## config.mk

```make
export PLATFORM = sky130hd
export DESIGN_NAME = hp_byte_drain
export DESIGN_NICKNAME = d
export VERILOG_FILES = /design/src/rtl/hp_byte_drain.sv
export SDC_FILE = /design/constraint.sdc
export NUM_CORES = 1
export LEC_CHECK = 0
export BUFFER_PORTS_ARGS = -buffer_cell sky130_fd_sc_hd__buf_4
export CELL_PAD_IN_SITES_DETAIL_PLACEMENT = 1
export CELL_PAD_IN_SITES_GLOBAL_PLACEMENT = 1
export CORE_UTILIZATION = 35
export DETAILED_ROUTE_END_ITERATION = 8
export PLACE_DENSITY = 0.76
export SLEW_MARGIN = 15
export SYNTH_ARGS = -nofsm -noshare
export SYNTH_HDL_FRONTEND = slang
export SYNTH_SLANG_ARGS = --single-unit
```

## constraint.sdc

```tcl
create_clock -name p_phi2 -period 1.66 [get_ports p_phi2]
set_input_delay 0.166 -clock p_phi2 [delete_from_list [all_inputs] [get_ports p_phi2]]
set_output_delay 0.166 -clock p_phi2 [all_outputs]
set_load 0.05 [all_outputs]
```

## src/rtl/hp_byte_drain.sv

```systemverilog
// rtl/hp_byte_drain.sv - drains the host-to-parasite byte buffer into a small FIFO
// Presents buffered bytes as a valid/ready stream with a registered interrupt request.
module hp_byte_drain #(
  parameter int DEPTH       = 2,
  parameter int CLR_TIMEOUT = 15
) (
  input  logic        p_phi2,
  input  logic        p_rst,
  input  logic        p_phi2_en,
  input  logic [7:0]  p_data,
  input  logic        p_data_available,
  output logic        p_selectData,
  output logic        p_rdnw,
  output logic [7:0]  out_data,
  output logic        out_valid,
  input  logic        out_ready,
  input  logic        irq_en,
  output logic        irq,
  output logic        err,
  input  logic        err_clr,
  output logic [15:0] rx_count
);

  typedef enum logic [1:0] {IDLE, READ, WAIT_CLR} state_t;

  localparam logic [1:0] DEPTH_C = 2'(DEPTH);
  localparam logic [8:0] TMO_C   = 9'(CLR_TIMEOUT);

  state_t      state;
  logic [7:0]  mem [0:1];
  logic        wr_ptr;
  logic        rd_ptr;
  logic [1:0]  fifo_count;
  logic [7:0]  timer;
  logic        push;
  logic        pop;
  logic        timeout_hit;

  // With a single entry both pointers stay parked on slot 0.
  function automatic logic ptr_adv(input logic p);
    return (DEPTH == 2) ? ~p : 1'b0;
  endfunction

  assign push        = p_phi2_en && (state == READ);
  assign out_valid   = (fifo_count != 2'd0);
  assign pop         = p_phi2_en && out_valid && out_ready;
  assign out_data    = mem[rd_ptr];
  assign timeout_hit = p_phi2_en && (state == WAIT_CLR) && p_data_available &&
                       (({1'b0, timer} + 9'd1) >= TMO_C);

  always_ff @(posedge p_phi2) begin
    if (p_rst) begin
      state        <= IDLE;
      p_selectData <= 1'b0;
      p_rdnw       <= 1'b1;
      mem[0]       <= 8'h00;
      mem[1]       <= 8'h00;
      wr_ptr       <= 1'b0;
      rd_ptr       <= 1'b0;
      fifo_count   <= 2'd0;
      timer        <= 8'd0;
      irq          <= 1'b0;
      err          <= 1'b0;
      rx_count     <= 16'd0;
    end else if (p_phi2_en) begin
      case (state)
        IDLE: begin
          if (p_data_available && (fifo_count < DEPTH_C)) begin
            state        <= READ;
            p_selectData <= 1'b1;
          end
        end
        READ: begin
          state        <= WAIT_CLR;
          p_selectData <= 1'b0;
          timer        <= 8'd0;
        end
        WAIT_CLR: begin
          // Stay put until the buffer flag drops so the same byte is never read twice.
          if (!p_data_available) begin
            state <= IDLE;
            timer <= 8'd0;
          end else if (timeout_hit) begin
            timer <= TMO_C[7:0];
          end else begin
            timer <= timer + 8'd1;
          end
        end
        default: begin
          state        <= IDLE;
          p_selectData <= 1'b0;
        end
      endcase

      if (push) begin
        mem[wr_ptr] <= p_data;
        wr_ptr      <= ptr_adv(wr_ptr);
        rx_count    <= rx_count + 16'd1;
      end
      if (pop) begin
        rd_ptr <= ptr_adv(rd_ptr);
      end
      case ({push, pop})
        2'b10:   fifo_count <= fifo_count + 2'd1;
        2'b01:   fifo_count <= fifo_count - 2'd1;
        default: fifo_count <= fifo_count;
      endcase

      irq <= out_valid & irq_en;

      if (timeout_hit) begin
        err <= 1'b1;
      end else if (err_clr) begin
        err <= 1'b0;
      end
    end
  end

endmodule

```

==> results of run 1 <==
## layer usage
metal  up-vias  share of wire, %  track usage (%)
met5         -                 0                0
met4         0               1.2             5.55
met3         5               2.8             2.36
met2        27                50             27.6
met1       899                46             20.4
li1        940                 -                -
## cell usage after synthesis, types with 2 or more instances
master	n
edfxtp_1	16
dfxtp_1	34
a21o_1	2
or3_1	3
nor4_1	5
inv_1	9
a311oi_1	2
or2_2	4
clkbuf_1	8
mux2_2	8
nand4_1	9
a21oi_1	9
xor2_1	8
and2_1	22
ha_1	8
o21ai_0	2
and3_1	2
nor2b_1	2
a211oi_1	2
nand3_1	6
nor2_1	22
xnor2_1	9
and4_1	2
o21bai_1	2
o31a_1	3
nor3_1	5
mux2i_1	3
nand4b_1	2
nand2_1	15
or4_1	3
## where the power goes
part / internal [uW] / switching, uW / leakage [uW]
Clock: 303 / 453 / 0.0000408
Sequential: 1300 / 24.3 / 0.000448
Combinational: 129 / 194 / 0.000691
## per-stage QoR
step	utilization, %	cells	area, um^2	TNS [ps]
after floorplan	-	240	2430	0
after global placement	44.5	360	2870	0
after detailed placement	44.5	360	2870	0
after CTS	46.0	368	2970	0
after global routing	47.1	369	3040	-79.6
final	47.1	369	3040	0
## logic make-up after synthesis
group	after synthesis
and+or+nand+nor	105
DFF	50
AOI/OAI and AO/OA	28
buffers and inverters	20
xor gates and xnor gates	17
muxes	11
adders and majority gates	8
other	1
## cell type report
cell class	instances	area (um^2)	share of cell area, %
clock buffer	5	68.8	2.26
timing repair buffer	54	405	13.3
tap	77	96.3	3.17
clock inverter	3	23.8	0.782
sequential	50	1180	38.9
inverter	10	42.5	1.40
multi-input combinational	170	1220	40.2
## worst max path at each step
| stage | start | endpoint | slack [ps] | depth (start not counted) |
|---|---|---|---|---|
| 3_3_place_gp | fifo_count[0]$_SDFFE_PP0P_ | fifo_count[1]$_SDFFE_PP0P_ | 50 | 7 |
| 6_report | state[1]$_SDFFE_PP0P_ | state[1]$_SDFFE_PP0P_ | 50 | 7 |
| 3_5_place_dp | state[1]$_SDFFE_PP0P_ | mem[0][5]$_SDFFCE_PN0P_ | 30 | 6 |
| 4_1_cts | fifo_count[0]$_SDFFE_PP0P_ | fifo_count[1]$_SDFFE_PP0P_ | 3 | 7 |
| 2_1_floorplan | rx_count[7]$_SDFFE_PP0P_ | rx_count[14]$_SDFFE_PP0P_ | 10 | 4 |
| 5_1_grt | state[0]$_SDFFE_PP0P_ | state[1]$_SDFFE_PP0P_ | -40 | 7 |
## what timing repair did
action | CTS | global route
endpoints found under the setup margin | 4 | 19
resized for setup | 1 | 16
pin swaps | 0 | 4
setup buffers | 0 | 1
## registers in the layout (all words and copies together) (netlist names), named ones only
register      flops
fifo_count        2
p_selectData      1
err               1
rx_count         16
irq               1
state             2
mem              16
wr_ptr            1
timer             8
rd_ptr            1
==> reports/qor.yml, run 1 <==
synthesis:
  netlist_area_mm2: 0.00238
  synth_top_family_by_area: "simple AND/OR/NAND/NOR gates"
  synth_fp_nets: 263
  synthCells: 240
  synth.avg_cell_area_um2: 9.93
  synth_compound_gate_area_share_pct: 8.14
  yosys.area_share.simple_pct: 23.8
  async_reset_ff_share_pct: 0
  synth_ff_type: "dfxtp_1"
  synth_edf_count: 16
  synth_top_cell_by_area: "dfxtp_1"
  ys_ff_latch: 50
  yosysSeqAreaShare_pct: 48.7
  yosysWarnings: 0
  synth_fa_ha_area_share_pct: 4.20
  synthTopCellsByArea: "dfxtp_1 29%, edfxtp_1 20%, and2_1 5.8%"
  synth_xor_area_share_pct: 6.25
  synth_top_area_share_pct: 28.6
  synth.distinct_cells: 43
  synthMuxAreaShare_pct: 5.04
placement:
  pre_cts_slack_ps: 25.8
  place.port_buffers: 42
  place_congestion: 0.751
  post-dp-hpwl_um: 3950
final_layout:
  syn2layout_area_growth_pct: 27.5
  fin_nets: 314
  fill_cells: 726
  antenna_cells: 0
  drive_above_1_share_pct: 36.3
  layout_commonest_cell: "buf_4"
  final_cell_mix: "54 x buf_4, 22 x nor2_1, 21 x and2_1"
worst_setup_path:
  cp_cell_sequence: "buf_4 > ha_2 > and2_1 > a211oi_2 > buf_4 > mux2i_1 > nor2_1"
  startpoint_type: "flop"
  critical_path_peak_fanout: 3
  cp_common_cell: "buf_4"
  reg2regPathDepth: 7
  crit_path_end_kind: "flop"
  crit_buf_inv: 2
  slowest_delay_ps: 350
  cp.arrival_ps: 1800
  r2r_slack_ps: 50
  cp_slowest_cell: "dfxtp_2"
  crit_type: "reg -> reg"
  worstPathRequired_ps: 1850
  r2r_start: "state[1]$_SDFFE_PP0P_"
  worst_r2r_endpoint: "state[1]$_SDFFE_PP0P_"
  cpLargestDelayFamily: "flip-flops"
flow_run:
  drv_cap: 0
clock_tree:
  cts_root_buffer: "clkbuf_8"
  clockBufferDepth: 2
  cts_buffers: 5
  clk_latency_ps: 310
  htree_levels: 2
  path_clk_slew_ps: 110
  clkSinkCount: 50
  postCtsHoldBufs: 0
  tritoncts: "yes"
global_route:
  grt_pass1_wl_um: 9090
  grt_pass1_vias: 1930
  antenna_found_initial: 0
  track_usage_pct: 16.0
  grt_max_degree: 29
  grt_overflow: 0
floorplan:
  die_h_um: 84.5
  die_area_mm2: 0.00714
  std_cell_rows: 29
  die_w_um: 84.5
  ioPinCount: 44
  core_area_mm2: 0.00646
  initial_core_util_pct: 36.9
hold_path:
  hp-start: "p_rst"
  min_path_cells: 2
  min_path_type: "in -> reg"
  holdPathEnd: "wr_ptr$_SDFFE_PP0P_"
routing:
  antenna_left: 0
  drt_first_pass_iters: 6
  wl_per_cell_um: 14.6
  drt_iter0_drc: 79
  viasPerCell: 5.07
  drt-total-wl_um: 5380
  vias: 1871
  drcViolationCount: 10
power:
  power_uw: 2400
  peakVddDrop_mv: 0.359
  p_leak_uw: 0.00118
  powerDensity_mw_per_mm2: 789
sta:
  maxSlewViolCount: 0
  fmax_ghz: 0.622
  post-route-period-util_pct: 96.9
  layout_setup_ws_ps: 51.0
  period_minus_slack_ps: 1610
  finalSetupViolCount: 0
  hold_violations: 0
  finClkSkew_ps: 14.1
  hold_ws_ps: 70.5
run_status:
  violations: "DRC"
  status: "finished, violations left"
Power figures use the tool's default switching activity.
==> run 2: changes to the inputs <==
==> constraint.sdc (replaced) <==
create_clock -name p_phi2 -period 1.66 [get_ports p_phi2]
set_input_delay 0.249 -clock p_phi2 [delete_from_list [all_inputs] [get_ports p_phi2]]
set_output_delay 0.249 -clock p_phi2 [all_outputs]
set_load 0.05 [all_outputs]
==> run 2 against run 1 <==
The flow still finishes with violations (DRC). Largest cell class unchanged. Hold slack gained 110 ps. Design area grew 1.3%. First-iteration DRC count fell by 52%. Clock skew grew 2.4 ps. Die area unchanged. Clock power rose by 6.0%.
==> reports/qor.yml, run 2 (synthesis results as in run 1) <==
run_status:
  status: "finished, violations left"
  violations: "DRC"
power:
  p_leak_uw: 0.00120
  powerDensity_mw_per_mm2: 794
  peakVddDrop_mv: 0.423
  power_uw: 2450
global_route:
  grt_max_degree: 29
  grt_overflow: 0
  antenna_found_initial: 0
  track_usage_pct: 15.8
  grt_pass1_vias: 1920
  grt_pass1_wl_um: 8890
placement:
  place.port_buffers: 42
  post-dp-hpwl_um: 4080
  place_congestion: 0.745
  pre_cts_slack_ps: 23.4
  dp.cells: 361
  placed_area_mm2: 0.00288
floorplan:
  initial_core_util_pct: 36.9
  die_w_um: 84.5
  core_area_mm2: 0.00646
  ioPinCount: 44
  die_area_mm2: 0.00714
  die_h_um: 84.5
  std_cell_rows: 29
worst_setup_path:
  crit_type: "reg -> reg"
  cp.arrival_ps: 1810
  worstPathRequired_ps: 1860
  slowest_delay_ps: 530
  cpLargestDelayFamily: "simple AND/OR/NAND/NOR gates"
  critical_path_peak_fanout: 7
  cp_cell_sequence: "inv_2 > ha_4 > and2_4 > inv_4 > or4_4 > xor2_1 > nor2_1"
  startpoint_type: "flop"
  crit_path_end_kind: "flop"
  crit_buf_inv: 2
  cp_slowest_cell: "or4_4"
sta:
  finClkSkew_ps: 16.5
  hold_violations: 0
  fmax_ghz: 0.619
  post-route-period-util_pct: 97.3
  finalSetupViolCount: 0
  maxSlewViolCount: 0
  layout_setup_ws_ps: 45.4
  rsz0062_at_grt: "true"
  period_minus_slack_ps: 1610
clock_tree:
  cts_root_buffer: "clkbuf_8"
  postCtsHoldBufs: 0
  htree_levels: 2
  clkSinkCount: 50
  clockBufferDepth: 2
  tritoncts: "yes"
  path_clk_slew_ps: 100
  cts_buffers: 5
  clk_latency_ps: 310
final_layout:
  fill_cells: 745
  top_regs: "mem x16, rx_count x16, timer x8"
  layout_commonest_cell: "buf_4"
  final_area_mm2: 0.00308
  final_core_util_pct: 47.7
  fin_nets: 318
  stdcell_count: 373
  syn2layout_area_growth_pct: 29.2
  antenna_cells: 0
  drive_above_1_share_pct: 36.8
  final_cell_mix: "58 x buf_4, 22 x nor2_1, 21 x and2_1"
routing:
  drt_first_pass_iters: 6
  viasPerCell: 5.05
  vias: 1885
  antenna_left: 0
  drt_iter0_drc: 38
  wl_per_cell_um: 14.6
  drt-total-wl_um: 5430
  drcViolationCount: 7
flow_run:
  drv_cap: 0
hold_path:
  min_path_type: "in -> reg"
run 2: area by class of cell:
class	count	area (um^2)	area share (%)
clock buffer	7	97.6	3.17
clock inverter	1	8.76	0.284
inverter	10	40.0	1.30
multi-input combinational	170	1220	39.6
sequential	50	1180	38.4
tap	77	96.3	3.13
timing repair buffer	58	435	14.1
run 2: path summary, 6_finish.rpt:
check	startpoint	end	slack (ps)	cells after the start
worst max-delay path	state[1]$_SDFFE_PP0P_	rx_count[8]$_SDFFE_PP0P_	50	7
worst min-delay path	p_rst	wr_ptr$_SDFFE_PP0P_	180	2
worst max register to register	state[1]$_SDFFE_PP0P_	rx_count[8]$_SDFFE_PP0P_	50	7
worst min register to register	irq$_SDFFE_PP0P_	irq$_SDFFE_PP0P_	470	2
run 2: layer usage:
metal / wire (um) / vias to the layer above / share of wire, % / GRT usage [%]
li1: - / 951 / - / -
met1: 2450 / 901 / 45 / 18.5
met2: 2740 / 28 / 50 / 28.3
met3: 172 / 5 / 3.2 / 3.24
met4: 68 / 0 / 1.3 / 6.47
met5: 0 / - / 0 / 0
run 2: stage by stage:
step | hold slack, ps | setup TNS, ps
3_3_place_gp | 437 | 0
3_5_place_dp | 450 | 0
6_report | 178 | 0
2_1_floorplan | 417 | 0
4_1_cts | 160 | 0
5_1_grt | 166 | -83.5
run 2: timing repair:
item	in CTS	in global routing
buffers inserted	0	4
pin swaps	0	3
endpoints found under the setup margin	9	19
gates resized for setup	2	13
cloned	0	0
run 2: power by group:
group	internal, uW	switching, uW	total [uW]	leakage (uW)
logic	132	194	326	0.000702
registers	1300	23.2	1320	0.000448
clock network	392	407	800	0.0000536
